**src/rtl/boruss_ram_arbiter.sv**
```systemverilog
// -----------------------------------------------------------------------------
// boruss_ram_arbiter
//
// Shares one single-port RAM between two requesters (A and B). Each access
// takes three cycles: arbitrate (IDLE), drive the RAM strobe (ISSUE), then
// capture read data and pulse done (CAPTURE). All outputs except busy are
// registered. busy is decoded directly from the state register.
//
// Parameters
//   FIXED_PRIORITY  0 = round-robin on contention, 1 = port A always wins
//
// Ports
//   clk, reset                 clock, synchronous active-high reset
//   a_req/a_we/a_addr/a_wdata  port A request, access type, address, data
//   a_done/a_rdata             port A completion pulse and read data
//   b_*                        port B equivalents of the a_* ports
//   ram_address/ram_data_in    RAM address and write data
//   ram_write_enable           RAM write strobe (one cycle, ISSUE only)
//   ram_read_enable            RAM read strobe  (one cycle, ISSUE only)
//   ram_data_out               RAM read data, valid one cycle after the strobe
//   busy                       high while an access is in flight
// -----------------------------------------------------------------------------
module boruss_ram_arbiter #(
  parameter bit FIXED_PRIORITY = 1'b0
) (
  input  logic       clk,
  input  logic       reset,
  input  logic       a_req,
  input  logic       a_we,
  input  logic [7:0] a_addr,
  input  logic [7:0] a_wdata,
  output logic       a_done,
  output logic [7:0] a_rdata,
  input  logic       b_req,
  input  logic       b_we,
  input  logic [7:0] b_addr,
  input  logic [7:0] b_wdata,
  output logic       b_done,
  output logic [7:0] b_rdata,
  output logic [7:0] ram_address,
  output logic [7:0] ram_data_in,
  output logic       ram_write_enable,
  output logic       ram_read_enable,
  input  logic [7:0] ram_data_out,
  output logic       busy
);

  typedef enum logic [1:0] {IDLE, ISSUE, CAPTURE} state_t;

  state_t state, state_nx;
  logic   prio;     // round-robin pointer: 0 = A wins contention, 1 = B wins
  logic   lat_id;   // latched winner: 0 = A, 1 = B
  logic   lat_we;   // latched access type of the winner
  logic   a_elig, b_elig, grant, grant_b;

  // A port whose done is high this cycle is still holding req from the access
  // just completed; masking it stops that stale req from being served twice.
  // NOTE: every always_comb output gets a default first so no path leaves a
  // value unassigned, which would otherwise infer a latch.
  always_comb begin
    a_elig   = a_req && !a_done;
    b_elig   = b_req && !b_done;
    grant    = a_elig || b_elig;
    grant_b  = b_elig && (!a_elig || (!FIXED_PRIORITY && prio));
    state_nx = state;
    case (state)
      IDLE:    if (grant) state_nx = ISSUE;
      ISSUE:   state_nx = CAPTURE;
      CAPTURE: state_nx = IDLE;
      default: state_nx = IDLE;
    endcase
  end

  // NOTE: sequential state uses non-blocking assignments so every register
  // samples pre-edge values and simulation matches the synthesized flops.
  always_ff @(posedge clk) begin
    if (reset) state <= IDLE;
    else       state <= state_nx;
  end

  assign busy = (state != IDLE);

  // Datapath. ram_address / ram_data_in double as the latched request fields,
  // so they hold the granted values through ISSUE and CAPTURE.
  always_ff @(posedge clk) begin
    if (reset) begin
      prio             <= 1'b0;
      lat_id           <= 1'b0;
      lat_we           <= 1'b0;
      a_done           <= 1'b0;
      b_done           <= 1'b0;
      a_rdata          <= 8'h00;
      b_rdata          <= 8'h00;
      ram_address      <= 8'h00;
      ram_data_in      <= 8'h00;
      ram_write_enable <= 1'b0;
      ram_read_enable  <= 1'b0;
    end else begin
      a_done <= 1'b0;
      b_done <= 1'b0;
      case (state)
        IDLE: begin
          if (grant) begin
            lat_id           <= grant_b;
            lat_we           <= grant_b ? b_we : a_we;
            ram_address      <= grant_b ? b_addr : a_addr;
            ram_data_in      <= grant_b ? b_wdata : a_wdata;
            ram_write_enable <= grant_b ? b_we : a_we;
            ram_read_enable  <= grant_b ? !b_we : !a_we;
            // Pointer moves to the other port after every grant; in fixed
            // mode it is simply never consulted.
            prio             <= !grant_b;
          end
        end
        ISSUE: begin
          ram_write_enable <= 1'b0;
          ram_read_enable  <= 1'b0;
        end
        CAPTURE: begin
          if (lat_id) begin
            b_done <= 1'b1;
            if (!lat_we) b_rdata <= ram_data_out;
          end else begin
            a_done <= 1'b1;
            if (!lat_we) a_rdata <= ram_data_out;
          end
        end
        default: ;
      endcase
    end
  end

endmodule

```
**config.mk**
```make
export PLATFORM = sky130hd
export DESIGN_NAME = boruss_ram_arbiter
export DESIGN_NICKNAME = d
export VERILOG_FILES = /design/src/rtl/boruss_ram_arbiter.sv
export SDC_FILE = /design/constraint.sdc
export NUM_CORES = 1
export LEC_CHECK = 0
export CORE_ASPECT_RATIO = 1.2
export CORE_MARGIN = 3
export CORE_UTILIZATION = 39
export DETAILED_ROUTE_END_ITERATION = 8
export GPL_ROUTABILITY_DRIVEN = 0
export HOLD_SLACK_MARGIN = 0.1
export PLACE_DENSITY_LB_ADDON = 0.08
export SETUP_SLACK_MARGIN = 0.15
export SLEW_MARGIN = 20
export SYNTH_ARGS = -nofsm -noshare
export SYNTH_HDL_FRONTEND = slang
export SYNTH_SLANG_ARGS = --single-unit
export TNS_END_PERCENT = 50
```
**constraint.sdc**
```tcl
create_clock -name clk -period 1.89 [get_ports clk]
set_input_delay 0.378 -clock clk [delete_from_list [all_inputs] [get_ports clk]]
set_output_delay 0.378 -clock clk [all_outputs]
set_load 0.1 [all_outputs]
```
==> flow_summary_export.csv <==
group,metric,value,unit
status,outcome,"completed",
yosys,synth-warning-count,0,
timing,setup_viols_final,0,
timing,period_needed,1650,ps
clock_network,max-clock-path-buffers,2,
finish,layout.cell_area.non_filler,0.00263,mm²
finish,flow.area_growth_from_synthesis,58.7,%
clock_network,worst_skew_pair.late_latency,290,ps
die,core,0.00400,mm²
yosys,synth_enable_flop_cells,0,
clock_network,cts_inserted_buffers,5,
global_routing,grt_pass1_vias,1578,
global_routing,grt_antenna_before_repair,0,
timing,timing_max_transition_violations_final,0,
detailed_routing,via_count,1518,
place,placement.cell_area,0.00252,mm²
timing,skew,4.56,ps
worst_setup_path,worst_setup_path_start_kind,"primary input",
global_routing,maximum_number_of_pins_on_one_net_before_global_route_repair,27,
timing,tightest_slew,380,ps
die,chipHeight,77.3,µm
die,row_cnt,25,
global_routing,grt_overflow,0,
detailed_routing,drt_wl_total,4.31,mm
detailed_routing,drt_pre_antenna_iters,4,
flow_run,cap_violations,0,
timing,rsz0062_at_grt,"no",
place,hpwl,3.33,mm
detailed_routing,route.detailed.vias_per_inst,5.09,
timing,fmax,0.608,GHz
yosys,syn_nets,202,
yosys,synthesis.area_per_instance,10.6,µm²
global_routing,grt_util_all_layers,17.7,%
clock_network,worst_setup_hold_path_clk_slew,70,ps
power_and_ir_drop,vdd.ir_drop.worst,0.000559,V
global_routing,grt_pass1_wl,6.92,mm
worst_setup_path,req_time_crit_path,2070,ps
yosys,synthArstFlopShare,0,%
detailed_routing,route.antenna.remaining_nets,0,
clock_network,clockRootBuffer,"sky130_fd_sc_hd__clkbuf_8",
power_and_ir_drop,overall_power_after_layout,2.37,mW
finish,layout.core_utilization,65.6,%
worst_setup_path,critical_path_peak_fanout,17,
clock_network,cts_htree_levels,2,
yosys,ys_seq_area_share,49.6,%
yosys,synth-main-ff-cell,"sky130_fd_sc_hd__dfxtp_1",
timing,finalCritPeriodShare,87.1,%
die,floorplan.die_area,0.00506,mm²
place,place_inst,290,
finish,n_antenna_cell,0,
worst_setup_path,setup.worst_path.end_class,"flip-flop",
timing,hold_viol_final,0,
clock_network,cts_tree,"yes",
power_and_ir_drop,power_per_cell_area,903,mW/mm²
clock_network,ctsHoldBuffers,0,
yosys,netlist_area,0.00165,mm²
detailed_routing,count_of_routing_violations_after_the_opening_detailed_route_iteration,61,
die,io_pins,83,
worst_setup_path,worst-endpoint-arrival,1830,ps
detailed_routing,average_detailed_routed_wire_length_per_instance,14.5,µm
yosys,synth.distinct_cells,34,
finish,fin_cells,298,
worst_hold_path,hold_path.class,"flip-flop to flip-flop",
die,die_x,65.5,µm
finish,layout.cells.most_common,"sky130_fd_sc_hd__clkdlybuf4s50_1",
clock_network,cts_sinks,41,
yosys,yosys_register_bits,41,
die,start_util,41.3,%
place,port_buffers,82,
finish,nNetsFinal,289,
worst_setup_path,worstSetupPathType,"primary input to flip-flop",
finish,drive_above_1_share,31.1,%
timing,maxSlewHeadroom,74.6,%
finish,leading_cell_types_in_the_layout_fill_and_taps_excluded,"sky130_fd_sc_hd__clkdlybuf4s50_1, sky130_fd_sc_hd__buf_4, sky130_fd_sc_hd__dfxtp_1, sky130_fd_sc_hd__nand2_1, sky130_fd_sc_hd__nor3b_1",
yosys,postSynthCellCount,156,
power_and_ir_drop,static-leakage-power,1.03,nW
detailed_routing,drcViolationCount,0,
state kept, by name, indices dropped and copies added, names as in the netlist:
register	flops
a_rdata	8
b_done	1
ram_data_in	8
ram_address	8
lat_we	1
ram_read_enable	1
prio	1
state	2
lat_id	1
a_done	1
ram_write_enable	1
b_rdata	8
worst max-delay path: stages:
cell	delay [ps]
sky130_fd_sc_hd__clkdlybuf4s50_1	510
sky130_fd_sc_hd__nand2b_4	60
sky130_fd_sc_hd__buf_4	150
sky130_fd_sc_hd__a21oi_2	190
sky130_fd_sc_hd__buf_12	170
sky130_fd_sc_hd__nor3b_1	60
sky130_fd_sc_hd__a221o_2	310
final cells by class:
class | count | area, µm²
sequential | 41 | 823
tap | 54 | 67.6
inverter | 2 | 7.51
clock buffer | 7 | 96.3
fill | 355 | 1380
multi-input combinational | 102 | 767
timing repair buffer | 91 | 858
clock inverter | 1 | 5.00
what timing repair did:
item	in CTS	in global routing
endpoints found under the setup margin	16	16
resized for setup	1	1
setup buffers	0	0
gates cloned	0	0
endpoints found under the hold margin	0	0
synth_stat cells, drive strengths merged (2+ instances only):
library cell	count	area share (%)
dfxtp	41	50
nand2b	2	1.2
o21ai	2	0.61
inv	2	0.45
mux2i	9	5.4
nand2	17	3.9
a221o	16	10
nand3b	2	0.91
nor3b	16	7.3
or2b	2	0.91
nor4b	2	1.4
clkbuf	4	0.91
a21oi	11	3.6
nor2	13	3.4
buf	7	3.1
per-stage QoR:
step | setup slack (ps) | TNS (ps) | hold WS, ps
floorplan | 224 | 0 | 474
global placement | -336 | -5280 | 442
detailed placement | -395 | -6210 | 447
CTS | 219 | 0 | 458
global route | 204 | 0 | 481
finish | 244 | 0 | 457
worst paths after layout:
check / startpoint / endpoint / slack [ps] / depth (start not counted)
max: a_req / ram_data_in[6]$_SDFFE_PP0P_ / 240 / 7
min: a_rdata[1]$_SDFFE_PP0P_ / a_rdata[1]$_SDFFE_PP0P_ / 460 / 2
max reg2reg: state[0]$_SDFFE_PP0P_ / ram_data_in[6]$_SDFFE_PP0P_ / 420 / 6
min reg2reg: a_rdata[1]$_SDFFE_PP0P_ / a_rdata[1]$_SDFFE_PP0P_ / 460 / 2
power breakdown:
part | leakage (nW) | switching (mW) | total [mW] | internal [mW]
Clock | 0.0542 | 0.287 | 0.617 | 0.330
Sequential | 0.336 | 0.0432 | 0.967 | 0.924
Combinational | 0.644 | 0.521 | 0.787 | 0.266
Total | 1.03 | 0.851 | 2.37 | 1.52
per-layer routing:
layer	vias up	share of wire (%)	GRT usage [%]
li1	742	-	-
met1	705	37	16.4
met2	61	52	32.3
met3	10	9.3	8.25
met4	0	2.2	7.47
met5	-	0	0
cell families (layout without fill, tap and decap cells):
logic type,Yosys count,in the layout,synth area share [%]
DFF,41,41,49.6
muxes,9,9,5.45
AOI/OAI and AO/OA,34,34,18.4
and+or+nand+nor,59,59,22.1
buffers and inverters,13,101,4.46
(Power assumes the default switching activity.)
